<file path="src/rtl/write_select_pkg.sv">
// Shared types for the register-file write-select decoder: FSM states, mode
// encoding and the pipeline slot carried between stages.
package write_select_pkg;

    // Slot address field is wide enough for any supported ADDR_W; narrower
    // addresses are zero-extended on entry.
    localparam int unsigned SLOT_ADDR_W = 16;

    localparam logic MODE_PULSE = 1'b0;
    localparam logic MODE_HOLD  = 1'b1;

    typedef enum logic [1:0] {
        IDLE   = 2'd0,
        ACTIVE = 2'd1,
        HELD   = 2'd2
    } state_t;

    typedef struct packed {
        logic                   valid;
        logic [SLOT_ADDR_W-1:0] addr;
        logic                   enable;
        logic                   mode;
    } slot_t;

endpackage

</file>
<file path="src/rtl/decoder_stage.sv">
// Combinational address-to-one-hot decoder with enable; at most one bit set.
module decoder_stage
    import write_select_pkg::*;
#(
    parameter int unsigned OUT_W = 32
) (
    input  logic [SLOT_ADDR_W-1:0] addr,
    input  logic                   enable,
    output logic [OUT_W-1:0]       sel
);

    for (genvar i = 0; i < OUT_W; i++) begin : g_dec
        assign sel[i] = enable && (addr == SLOT_ADDR_W'(i));
    end

endmodule

</file>
<file path="src/rtl/write_select_decoder.sv">
// Pipelined one-hot write-select generator with valid/ready input, pulse/hold
// output modes, optional index-0 protection and a saturating drop counter.
module write_select_decoder
    import write_select_pkg::*;
#(
    parameter int unsigned ADDR_W       = 5,
    parameter int unsigned LATENCY      = 1,
    parameter int unsigned ZERO_PROTECT = 1,
    parameter int unsigned CNT_W        = 8
) (
    input  logic                    clock,
    input  logic                    ctrl_reset,
    input  logic                    in_valid,
    output logic                    in_ready,
    input  logic [ADDR_W-1:0]       in_addr,
    input  logic                    in_enable,
    input  logic                    hold_mode,
    input  logic                    clear,
    input  logic                    stall,
    output logic [(2**ADDR_W)-1:0]  out_sel,
    output logic                    out_valid,
    output logic [CNT_W-1:0]        drop_cnt
);

    localparam int unsigned OUT_W = 2**ADDR_W;
    localparam logic        ZP    = (ZERO_PROTECT != 0);

    slot_t              acc_slot;
    slot_t              dec_slot;
    logic [OUT_W-1:0]   dec_sel;
    logic               dec_is_zero;
    logic               dec_suppress;
    state_t             state_q;
    state_t             state_d;
    logic [OUT_W-1:0]   sel_d;
    logic               valid_d;
    logic [CNT_W-1:0]   cnt_d;

    assign in_ready = ~stall & ~ctrl_reset;

    always_comb begin
        acc_slot.valid  = in_valid & in_ready;
        acc_slot.addr   = SLOT_ADDR_W'(in_addr);
        acc_slot.enable = in_enable;
        acc_slot.mode   = hold_mode;
    end

    // Holding stages ahead of the decode stage; none when LATENCY is 1.
    if (LATENCY > 1) begin : g_pipe
        slot_t pipe_q [LATENCY-1];

        always_ff @(posedge clock) begin
            if (ctrl_reset) begin
                for (int i = 0; i < int'(LATENCY) - 1; i++) begin
                    pipe_q[i] <= '0;
                end
            end else if (!stall) begin
                pipe_q[0] <= acc_slot;
                for (int i = 1; i < int'(LATENCY) - 1; i++) begin
                    pipe_q[i] <= pipe_q[i-1];
                end
            end
        end

        assign dec_slot = pipe_q[LATENCY-2];
    end else begin : g_nopipe
        assign dec_slot = acc_slot;
    end

    assign dec_is_zero  = (dec_slot.addr == '0);
    assign dec_suppress = dec_slot.valid & dec_slot.enable & ZP & dec_is_zero;

    decoder_stage #(
        .OUT_W (OUT_W)
    ) u_decoder_stage (
        .addr   (dec_slot.addr),
        .enable (dec_slot.enable & ~(ZP & dec_is_zero)),
        .sel    (dec_sel)
    );

    // Decode-stage FSM next state; everything holds while stalled.
    always_comb begin
        state_d = state_q;
        sel_d   = out_sel;
        valid_d = out_valid;
        cnt_d   = drop_cnt;
        if (!stall) begin
            valid_d = dec_slot.valid;
            if (dec_slot.valid) begin
                sel_d   = dec_sel;
                state_d = (dec_slot.mode == MODE_PULSE) ? ACTIVE : HELD;
                if (dec_suppress && (drop_cnt != '1)) begin
                    cnt_d = drop_cnt + CNT_W'(1);
                end
            end else begin
                case (state_q)
                    IDLE: begin
                        sel_d = '0;
                    end
                    ACTIVE: begin
                        sel_d   = '0;
                        state_d = IDLE;
                    end
                    HELD: begin
                        if (clear) begin
                            sel_d   = '0;
                            state_d = IDLE;
                        end
                    end
                    default: begin
                        sel_d   = '0;
                        state_d = IDLE;
                    end
                endcase
            end
        end
    end

    always_ff @(posedge clock) begin
        if (ctrl_reset) begin
            state_q   <= IDLE;
            out_sel   <= '0;
            out_valid <= 1'b0;
            drop_cnt  <= '0;
        end else begin
            state_q   <= state_d;
            out_sel   <= sel_d;
            out_valid <= valid_d;
            drop_cnt  <= cnt_d;
        end
    end

endmodule

</file>
<file path="config.mk">
export PLATFORM = sky130hd
export DESIGN_NAME = write_select_decoder
export DESIGN_NICKNAME = d
export VERILOG_FILES = /design/src/rtl/write_select_pkg.sv /design/src/rtl/decoder_stage.sv /design/src/rtl/write_select_decoder.sv
export SDC_FILE = /design/constraint.sdc
export NUM_CORES = 1
export LEC_CHECK = 0
export CORE_AREA = 2 2 64 66
export DETAILED_ROUTE_END_ITERATION = 6
export DIE_AREA = 0 0 66 68
export PLACE_DENSITY = 0.79
export SYNTH_ARGS = -nofsm -noshare
export SYNTH_HDL_FRONTEND = slang
export SYNTH_SLANG_ARGS = --single-unit
</file>
<file path="constraint.sdc">
create_clock -name clock -period 3.2 [get_ports clock]
set_input_delay 0.64 -clock clock [delete_from_list [all_inputs] [get_ports clock]]
set_output_delay 0.64 -clock clock [all_outputs]
set_load 0.005 [all_outputs]
</file>
==> flow_metrics.py <==
metrics = {
    "critical_path": {
        "cp.required_ns": 3.39,
        "endpoint_kind": "flip-flop",
        "crit_buf_inv": 1,
        "slowest_stage": "or4bb_1",
        "reg2reg_depth": 4,
        "crit_type": "in2reg",
        "cp.depth": 5,
        "path_delay_family": "simple AND/OR/NAND/NOR gates",
        "cp.arrival_ns": 2.79,
        "max_stage_delay_ns": 0.53,
        "crit_path_cell_trace": "clkdlybuf4s50_1 -> or4bb_1 -> or3_4 -> nor4_1 -> mux2_2",
        "start_kind": "input port",
        "critPathMaxFanout": 5,
    },
    "synth": {
        "synth.distinct_cells": 39,
        "synth_nets": 175,
        "ys_dominant_reg_cell": "dfxtp_1",
        "synth.avg_cell_area_um2": 10.26,
        "async_reset_ff_share_pct": 0,
        "ys_warn_count": 0,
        "ys_ff_latch": 43,
        "ys_seq_area_share_pct": 51.77,
        "synth_largest_area_cell": "dfxtp_1",
        "syn_inst": 162,
        "synth.most_common_cell": "dfxtp_1",
        "syn_area_mm2": 0.001663,
        "synth_edf_count": 0,
        "synth_common_cells": "dfxtp_1, a22o_1, o2bb2ai_1",
        "synth_top_area_share_pct": 51.77,
        "synth_area_leaders": "dfxtp_1, a22o_1, o2bb2ai_1",
    },
    "detailed_routing": {
        "vias_per_cell": 5.294,
        "dr.first_iter.drc_count": 104,
        "wire_per_inst_um": 14.29,
        "ant_nets": 0,
        "drc": 0,
        "drt_first_pass_iters": 4,
        "num_vias": 1440,
        "routed_wl_um": 3886,
    },
    "status": {
        "status": "finished clean",
    },
    "finish": {
        "n_fill_cell": 349,
        "diodes": 0,
        "nets": 234,
        "area_growth_pct": 44.24,
        "layout-drive-gt1-share_pct": 9.009,
    },
    "cts": {
        "post_cts_buffers": 0,
        "insertion_delay_ns": 0.30,
        "cts_tree": "yes",
        "cts.clk_slew.worst_paths_ns": 0.08,
        "cts_buffer_depth": 2,
        "cts.sinks": 43,
        "cts_buffers": 5,
        "cts_resized": 0,
        "htreeDepth": 2,
        "hold_buffers": 0,
        "cts_root_buf": "clkbuf_8",
    },
    "floorplanning": {
        "rows": 23,
        "die_area_mm2": 0.004488,
        "pin_count": 54,
        "die_w_um": 66,
        "coreArea_mm2": 0.003856,
        "start_util_pct": 43.12,
        "die_h_um": 68,
    },
    "sta": {
        "finalCritPeriodShare_pct": 81.47,
        "skew_ns": 0.005831,
        "setup_viol": 0,
        "setup_tns_ns": 0,
        "timing.slew.headroom_pct": 55.50,
        "fmax_mhz": 383.6,
        "hold_viol_final": 0,
        "grt_setup_unrepaired": "false",
        "slew_violations": 0,
        "tightestPinTransition_ns": 0.6615,
        "finalCriticalPeriod_ns": 2.607,
    },
    "global_routing": {
        "globalRouteTotalUtil_pct": 18.81,
        "antenna_found_initial": 0,
        "grt_max_degree": 31,
        "grt_pass1_vias": 1362,
        "grt_pass1_wl_um": 6389,
        "overflow": 0,
    },
    "flow_run": {
        "maxCapViolCount": 0,
    },
    "place": {
        "place_congestion": 0.7930,
        "port_buffers": 53,
        "dp_hpwl_um": 2719,
    },
    "worst_hold_path": {
        "hold_depth": 1,
        "hold_path_class": "reg2reg",
    },
    "power": {
        "power_leakage_uw": 0.0008457,
        "vdd_drop_max_uv": 274.1,
        "power_uw": 1091,
        "power_density_mw_per_mm2": 454.9,
    },
}
[layer usage]
metal	routed length (µm)	up-vias	part of all wire [%]	global-route usage [%]
met2	1783	42	46	30.05
met5	0	-	0	0
li1	-	728	-	-
met3	234	7	6.0	6.743
met1	1796	663	46	23.64
met4	72	0	1.9	6.633
[path summary, 6_finish.rpt]
path | to | slack, ns | start
max | drop_cnt[6]$_SDFFE_PP0P_ | 0.59 | in_valid
min reg2reg | out_sel[22]$_SDFFE_PP0P_ | 0.46 | out_sel[22]$_SDFFE_PP0P_
min | out_sel[22]$_SDFFE_PP0P_ | 0.46 | out_sel[22]$_SDFFE_PP0P_
max reg2reg | drop_cnt[7]$_SDFFE_PP0P_ | 1.55 | drop_cnt[2]$_SDFFE_PP0P_
[state kept, by name, indices dropped and copies added (netlist names)]
name and cells:
out_sel 32, drop_cnt 8, state_q 2, out_valid 1
[worst reg2reg max path: stages, from the launching register on]
cell and delay, ns:
dfxtp_1 0.43, nand3_1 0.12, or4_4 0.46, or4_1 0.41, o211a_1 0.14
[report_power, final]
group          switching (µW)  leakage [µW]  internal (µW)  total, µW
combinational            33.2      0.000434           29.8       63.0
sequential               1.18      0.000347            537        538
clock                     178     0.0000654            312        490
[through the flow]
| stage | instance area [µm²] | setup slack, ns | instances | hold slack (ns) | util [%] |
|---|---|---|---|---|---|
| after floorplan | 1663 | 0.7651 | 162 | 0.4558 | - |
| after global placement | 2266 | 0.3290 | 264 | 0.4516 | 58.76 |
| after detailed placement | 2266 | 0.2907 | 264 | 0.4470 | 58.76 |
| after CTS | 2399 | 0.6021 | 272 | 0.4696 | 62.20 |
| after global routing | 2399 | 0.5254 | 272 | 0.4882 | 62.20 |
| final | 2399 | 0.5929 | 272 | 0.4648 | 62.20 |
[logic make-up (layout without fill, tap and decap cells)]
kind of cell               count (synthesis)  in the layout  share of synthesized area [%]
and+or+nand+nor                           59             59                          20.39
AOI/OAI and AO/OA                         43             43                          21.07
DFF                                       43             43                          51.77
buffers and inverters                     12             72                          3.460
muxes                                      4              4                          2.558
adders and majority gates                  1              1                         0.7523
[final cells by class]
type                    count  area [µm²]  share of cell area (%)
clock buffers               6       72.57                   3.026
clock inverters             2       60.06                   2.504
inverters                   4       15.01                  0.6260
multi-input cells         107       744.5                   31.04
flip-flops and latches     43       860.8                   35.89
well taps                  50       62.56                   2.608
repair buffers             60       583.1                   24.31
[cells in the final DEF (no fill, tap or decap), types with 3 or more instances in the layout]
cell type        instances
o2bb2ai_1               15
inv_1                    3
nor3b_1                  3
clkbuf_8                 5
nand2_1                  8
nor2_1                  12
nor2b_1                  3
nor3_1                   5
a21oi_1                  4
or4_1                    3
clkdlybuf4s50_1         53
nand3_1                  6
a22oi_1                  3
a22o_1                  15
dfxtp_1                 43
buf_4                    7
nor4_1                   3
Power figures use the tool's default switching activity.
